<file path="config.mk">
export PLATFORM = sky130hd
export DESIGN_NAME = mem_wb_stage
export DESIGN_NICKNAME = d
export VERILOG_FILES = /design/src/rtl/mem_wb_stage.sv
export SDC_FILE = /design/constraint.sdc
export NUM_CORES = 1
export LEC_CHECK = 0
export ABC_AREA = 1
export BUFFER_PORTS_ARGS = -buffer_cell sky130_fd_sc_hd__buf_2
export CAP_MARGIN = 20
export CORE_UTILIZATION = 23
export DETAILED_ROUTE_END_ITERATION = 8
export PLACE_DENSITY = 0.5
export REMOVE_ABC_BUFFERS = 1
export SLEW_MARGIN = 15
export SYNTH_ARGS = -nofsm -noshare
export SYNTH_HDL_FRONTEND = slang
export SYNTH_SLANG_ARGS = --single-unit
</file>
<file path="constraint.sdc">
create_clock -name clk -period 3.05 [get_ports clk]
set_input_delay 0.1525 -clock clk [delete_from_list [all_inputs] [get_ports clk]]
set_output_delay 0.1525 -clock clk [all_outputs]
set_load 0.005 [all_outputs]
</file>
<file path="src/rtl/mem_wb_stage.sv">
// rtl/mem_wb_stage.sv - MEM/WB pipeline register with multi-lane write resolution and perf counters
module mem_wb_stage #(
    parameter int DATA_W    = 32,
    parameter int ADDR_W    = 5,
    parameter int NUM_LANES = 2,
    parameter int STALL_W   = 6,
    parameter int STAGE_IDX = 4,
    parameter int CNT_W     = 32
) (
    input  logic                          clk,
    input  logic                          rst,
    input  logic [STALL_W-1:0]            stall,
    input  logic                          flush,
    input  logic [NUM_LANES-1:0]          mem_valid,
    input  logic [NUM_LANES*ADDR_W-1:0]   mem_wd,
    input  logic [NUM_LANES-1:0]          mem_wreg,
    input  logic [NUM_LANES*DATA_W-1:0]   mem_wdata,
    input  logic                          mem_whilo,
    input  logic [DATA_W-1:0]             mem_hi,
    input  logic [DATA_W-1:0]             mem_lo,
    input  logic                          mem_llbit_we,
    input  logic                          mem_llbit_value,
    output logic [NUM_LANES-1:0]          wb_valid,
    output logic [NUM_LANES*ADDR_W-1:0]   wb_wd,
    output logic [NUM_LANES-1:0]          wb_wreg,
    output logic [NUM_LANES*DATA_W-1:0]   wb_wdata,
    output logic                          wb_whilo,
    output logic [DATA_W-1:0]             wb_hi,
    output logic [DATA_W-1:0]             wb_lo,
    output logic                          wb_llbit_we,
    output logic                          wb_llbit_value,
    output logic [CNT_W-1:0]              retire_cnt,
    output logic [CNT_W-1:0]              bubble_cnt
);

    logic stall_self, stall_next;
    assign stall_self = stall[STAGE_IDX];
    assign stall_next = stall[STAGE_IDX+1];

    logic [NUM_LANES-1:0]        valid_d, valid_q;
    logic [NUM_LANES*ADDR_W-1:0] wd_d, wd_q;
    logic [NUM_LANES-1:0]        wreg_d, wreg_q;
    logic [NUM_LANES*DATA_W-1:0] wdata_d, wdata_q;
    logic [CNT_W-1:0]            pop_d;
    logic                        whilo_q, llbit_we_q, llbit_value_q;
    logic [DATA_W-1:0]           hi_q, lo_q;
    logic [CNT_W-1:0]            retire_q, bubble_q;

    // Lane resolution: mask invalid lanes, drop r0 writes, and let the highest
    // lane win when several valid lanes write the same register.
    always_comb begin
        valid_d = '0;
        wd_d    = '0;
        wreg_d  = '0;
        wdata_d = '0;
        pop_d   = '0;
        for (int i = 0; i < NUM_LANES; i++) begin
            if (mem_valid[i]) begin
                valid_d[i]                 = 1'b1;
                wd_d[i*ADDR_W +: ADDR_W]   = mem_wd[i*ADDR_W +: ADDR_W];
                wdata_d[i*DATA_W +: DATA_W] = mem_wdata[i*DATA_W +: DATA_W];
                wreg_d[i] = mem_wreg[i] && (mem_wd[i*ADDR_W +: ADDR_W] != '0);
                pop_d     = pop_d + CNT_W'(1);
                for (int j = i + 1; j < NUM_LANES; j++) begin
                    if (mem_valid[j] && mem_wreg[j] &&
                        (mem_wd[j*ADDR_W +: ADDR_W] == mem_wd[i*ADDR_W +: ADDR_W])) begin
                        wreg_d[i] = 1'b0;
                    end
                end
            end
        end
    end

    always_ff @(posedge clk) begin
        if (rst) begin
            valid_q       <= '0;
            wd_q          <= '0;
            wreg_q        <= '0;
            wdata_q       <= '0;
            whilo_q       <= 1'b0;
            hi_q          <= '0;
            lo_q          <= '0;
            llbit_we_q    <= 1'b0;
            llbit_value_q <= 1'b0;
            retire_q      <= '0;
            bubble_q      <= '0;
        end else if (flush || (stall_self && !stall_next)) begin
            valid_q       <= '0;
            wd_q          <= '0;
            wreg_q        <= '0;
            wdata_q       <= '0;
            whilo_q       <= 1'b0;
            hi_q          <= '0;
            lo_q          <= '0;
            llbit_we_q    <= 1'b0;
            llbit_value_q <= 1'b0;
            bubble_q      <= bubble_q + CNT_W'(1);
        end else if (!stall_self) begin
            valid_q       <= valid_d;
            wd_q          <= wd_d;
            wreg_q        <= wreg_d;
            wdata_q       <= wdata_d;
            whilo_q       <= mem_whilo;
            hi_q          <= mem_hi;
            lo_q          <= mem_lo;
            llbit_we_q    <= mem_llbit_we;
            llbit_value_q <= mem_llbit_value;
            retire_q      <= retire_q + pop_d;
        end
    end

    assign wb_valid       = valid_q;
    assign wb_wd          = wd_q;
    assign wb_wreg        = wreg_q;
    assign wb_wdata       = wdata_q;
    assign wb_whilo       = whilo_q;
    assign wb_hi          = hi_q;
    assign wb_lo          = lo_q;
    assign wb_llbit_we    = llbit_we_q;
    assign wb_llbit_value = llbit_value_q;
    assign retire_cnt     = retire_q;
    assign bubble_cnt     = bubble_q;

endmodule

</file>
==> summary.txt <==
Timing
  – Slew @ Worst Pin: approximately 770 ps
  – Worst slew margin: 48.1%
  – Fin Setup TNS: 0 ps
  – Final Max Slew Viols: 0
  – Fmax: 476 MHz
  – Post-route minimum period: between 2000 and 2500 ps
  – Final Skew: 12.9 ps
  – Fin worst setup slack: 950 ps
  – Setup-failing EPs final: 0
  – Setup repair after global routing missed its margin: no
  – Part of the cycle the worst path needs: between 60 and 70%
  – Final hold vios: 0

Placed design
  – # port buffers: 358
  – Gpl congestion: 0.790
  – Post-DP HPWL: 20200 µm
  – Setup slack at placement: 768 ps

Setup path
  – Critical path fanouts, max: 6
  – Crit. End Element: flop
  – Worst Setup EP: retire_cnt[22]
  – Reg2reg end: retire_cnt[22]
  – Reg2reg path depth: 10
  – Worst Setup SP: retire_cnt[0]
  – Reg-to-Reg Start: retire_cnt[0]
  – Crit path DAT: 2580 ps
  – WP data required: ~3500 ps
  – Worst setup SP type: flop
  – R2R Setup Slk: 950 ps
  – Setup CP Type: reg2reg

Global route
  – GRT overflow: 0
  – Vias in the first global route: 9199
  – First-pass GRT wire length: 47400 µm
  – GRT Overall Usage: 15.2%
  – Pin count of the biggest net entering global routing: 118
  – Initial antenna violation count: 0

Power and ir drop
  – Leakage power: around 5.9 nW
  – Maximum vdd ir drop: around 0.35 mV
  – Power density over the cells: 510 mW/mm²

Run
  – Max cap viols: 0

CTS
  – Max Buffers Root-to-Sink: 3
  – Sink Count: 209
  – TritonCTS clock tree: yes
  – Clock slew at reported path FFs: 60 ps
  – Cts bufs inserted: 27
  – Depth of the CTS H-tree: 1
  – Later-pin clock latency in the skew report: 540 ps
  – Root Buffer: clkbuf_16
  – Post_cts resized: 0

Synthesis
  – Mapped cell area: 0.00858 mm²
  – Avg Cell Area, Syn: approximately 7.3 µm²
  – Sequential-to-total area share from yosys stat: 48.8%
  – Yosys reg bits: 209
  – Synth warn: 0
  – Yosys cell types: 30
  – Mapped Cells: 1172

Route
  – DRT Pass-1 Iters: 5
  – Avg Vias per Cell: 4.39
  – DRC: 0
  – Final ANT Viol Nets: 0
  – Routed wire length: 30000 µm
  – Wire per inst: ~14 µm
  – Routed via count: approximately 9400
  – First-iteration detailed-routing DRC count: 340

Finish
  – Ratio of cells with drive above 1 in the final layout: 25.7%
  – Number of fill cells: 3846
  – N_diodes: 0
  – Area Overhead vs Synth: 53.0%
  – Finished Core Util: 35.8%
  – Commonest cells after routing, fill and taps aside: buf_2 (357), nand2_1 (289), dfxtp_1 (209), nor2_1 (191), dlygate4sd3_1 (142)
  – Post-layout nets: 1812
  – Commonest non-fill, non-tap cell in the layout: buf_2

Die
  – DIE AREA: 0.0381 mm²
  – Initial Utilization: 23.4%
  – Die Span X: 195 µm
  – Cell row count: 70
  – Die H: 195 µm
  – Core Area: approximately 0.037 mm²
  – IO Count: 363

Min path
  – Hold Crit Class: in2reg

Run status
  – Status: finished, final reports clean
worst min-delay path by stage:
stage | startpoint | end | slack, ps | depth (start not counted)
after floorplan | rst | retire_cnt[0] | 220 | 1
final | mem_wreg[1] | wb_wreg[1] | 50 | 4
after global placement | mem_wdata[18] | wb_wdata[18] | 390 | 3
after detailed placement | mem_wdata[23] | wb_wdata[23] | 390 | 3
after global routing | mem_wreg[1] | wb_wreg[1] | 70 | 4
after CTS | mem_wreg[1] | wb_wreg[1] | 20 | 4
where the power goes:
part	switching [mW]	internal, mW
sequential	0.0248	2.78
clock	1.23	2.09
combinational	0.280	0.293
area by class of cell:
type	count	area (µm²)	area share [%]
inverter	102	385	2.93
sequential	209	4180	31.9
multi-input combinational	803	3740	28.5
clock buffer	32	724	5.52
tap	468	586	4.46
clock inverter	12	193	1.47
timing repair buffer	510	3320	25.3
cell usage after synthesis:
cell type	instances	area, µm²
buf_6	1	11.3
inv_1	99	372
nand3_2	2	20.0
buf_1	3	11.3
nand2_1	289	1080
nor3_1	17	85.1
dfxtp_1	209	4180
fa_1	1	20.0
nand3_1	54	270
ha_1	4	50.1
buf_2	23	115
o21ai_1	3	15.0
clkbuf_1	25	93.8
nor3_2	2	20.0
o21ai_0	18	90.1
nand2_2	1	6.26
a21o_1	1	7.51
a21oi_1	104	521
nand4_1	21	131
buf_4	6	45.0
nor2_2	8	50.1
inv_2	3	11.3
nor2_1	193	724
nor3b_1	1	7.51
xnor2_1	2	17.5
nor2b_1	1	6.26
o21a_1	2	15.0
a22oi_1	74	556
xor2_1	3	26.3
nand3b_1	2	15.0
critical path, cell delays in order (launching register included):
cell	delay (ps)
dfxtp_1	360
ha_1	200
inv_1	60
fa_1	370
nor2_1	180
nand2_1	190
nor2_2	280
nand3_1	140
nand2_1	90
nand2_1	50
nor2_1	100
what timing repair did:
item                      in CTS  in global routing
hold endpoints to repair     142                  0
buffers inserted               0                  0
hold buffers                 142                  0
logic make-up after synthesis:
kind of cell | count (synthesis) | share of synthesized area, %
and+or+nand+nor | 591 | 28.2
DFF | 209 | 48.8
AOI/OAI and AO/OA | 202 | 14.0
buffers and inverters | 160 | 7.68
xor gates and xnor gates | 5 | 0.510
adders and majority gates | 5 | 0.816
flip-flops by register name, summed over array words and instances, names as in the netlist:
register,cells
bubble_cnt,32
retire_cnt,32
wb_hi,32
wb_llbit_value,1
wb_llbit_we,1
wb_lo,32
wb_valid,2
wb_wd,10
wb_wdata,64
wb_whilo,1
wb_wreg,2
per-stage QoR:
stage	power, mW	instance area, µm²	instances	hold slack (ps)
final	6.70	13100	2136	52.0
after global routing	6.98	13100	2136	65.5
after CTS	6.83	13100	2136	19.4
after detailed placement	3.29	10800	1950	394
after global placement	3.29	10800	1950	388
after floorplan	3.03	8310	1114	222
metal layers:
layer	vias up	share of wire (%)	GRT usage, %	wire length, µm
li1	4792	-	-	-
met1	4242	43	17.7	12900
met2	283	48	27.0	14300
met3	55	6.0	3.73	1800
met4	0	3.0	4.75	909
met5	-	0	0	0
No activity file was read; power rests on OpenSTA's default activity.
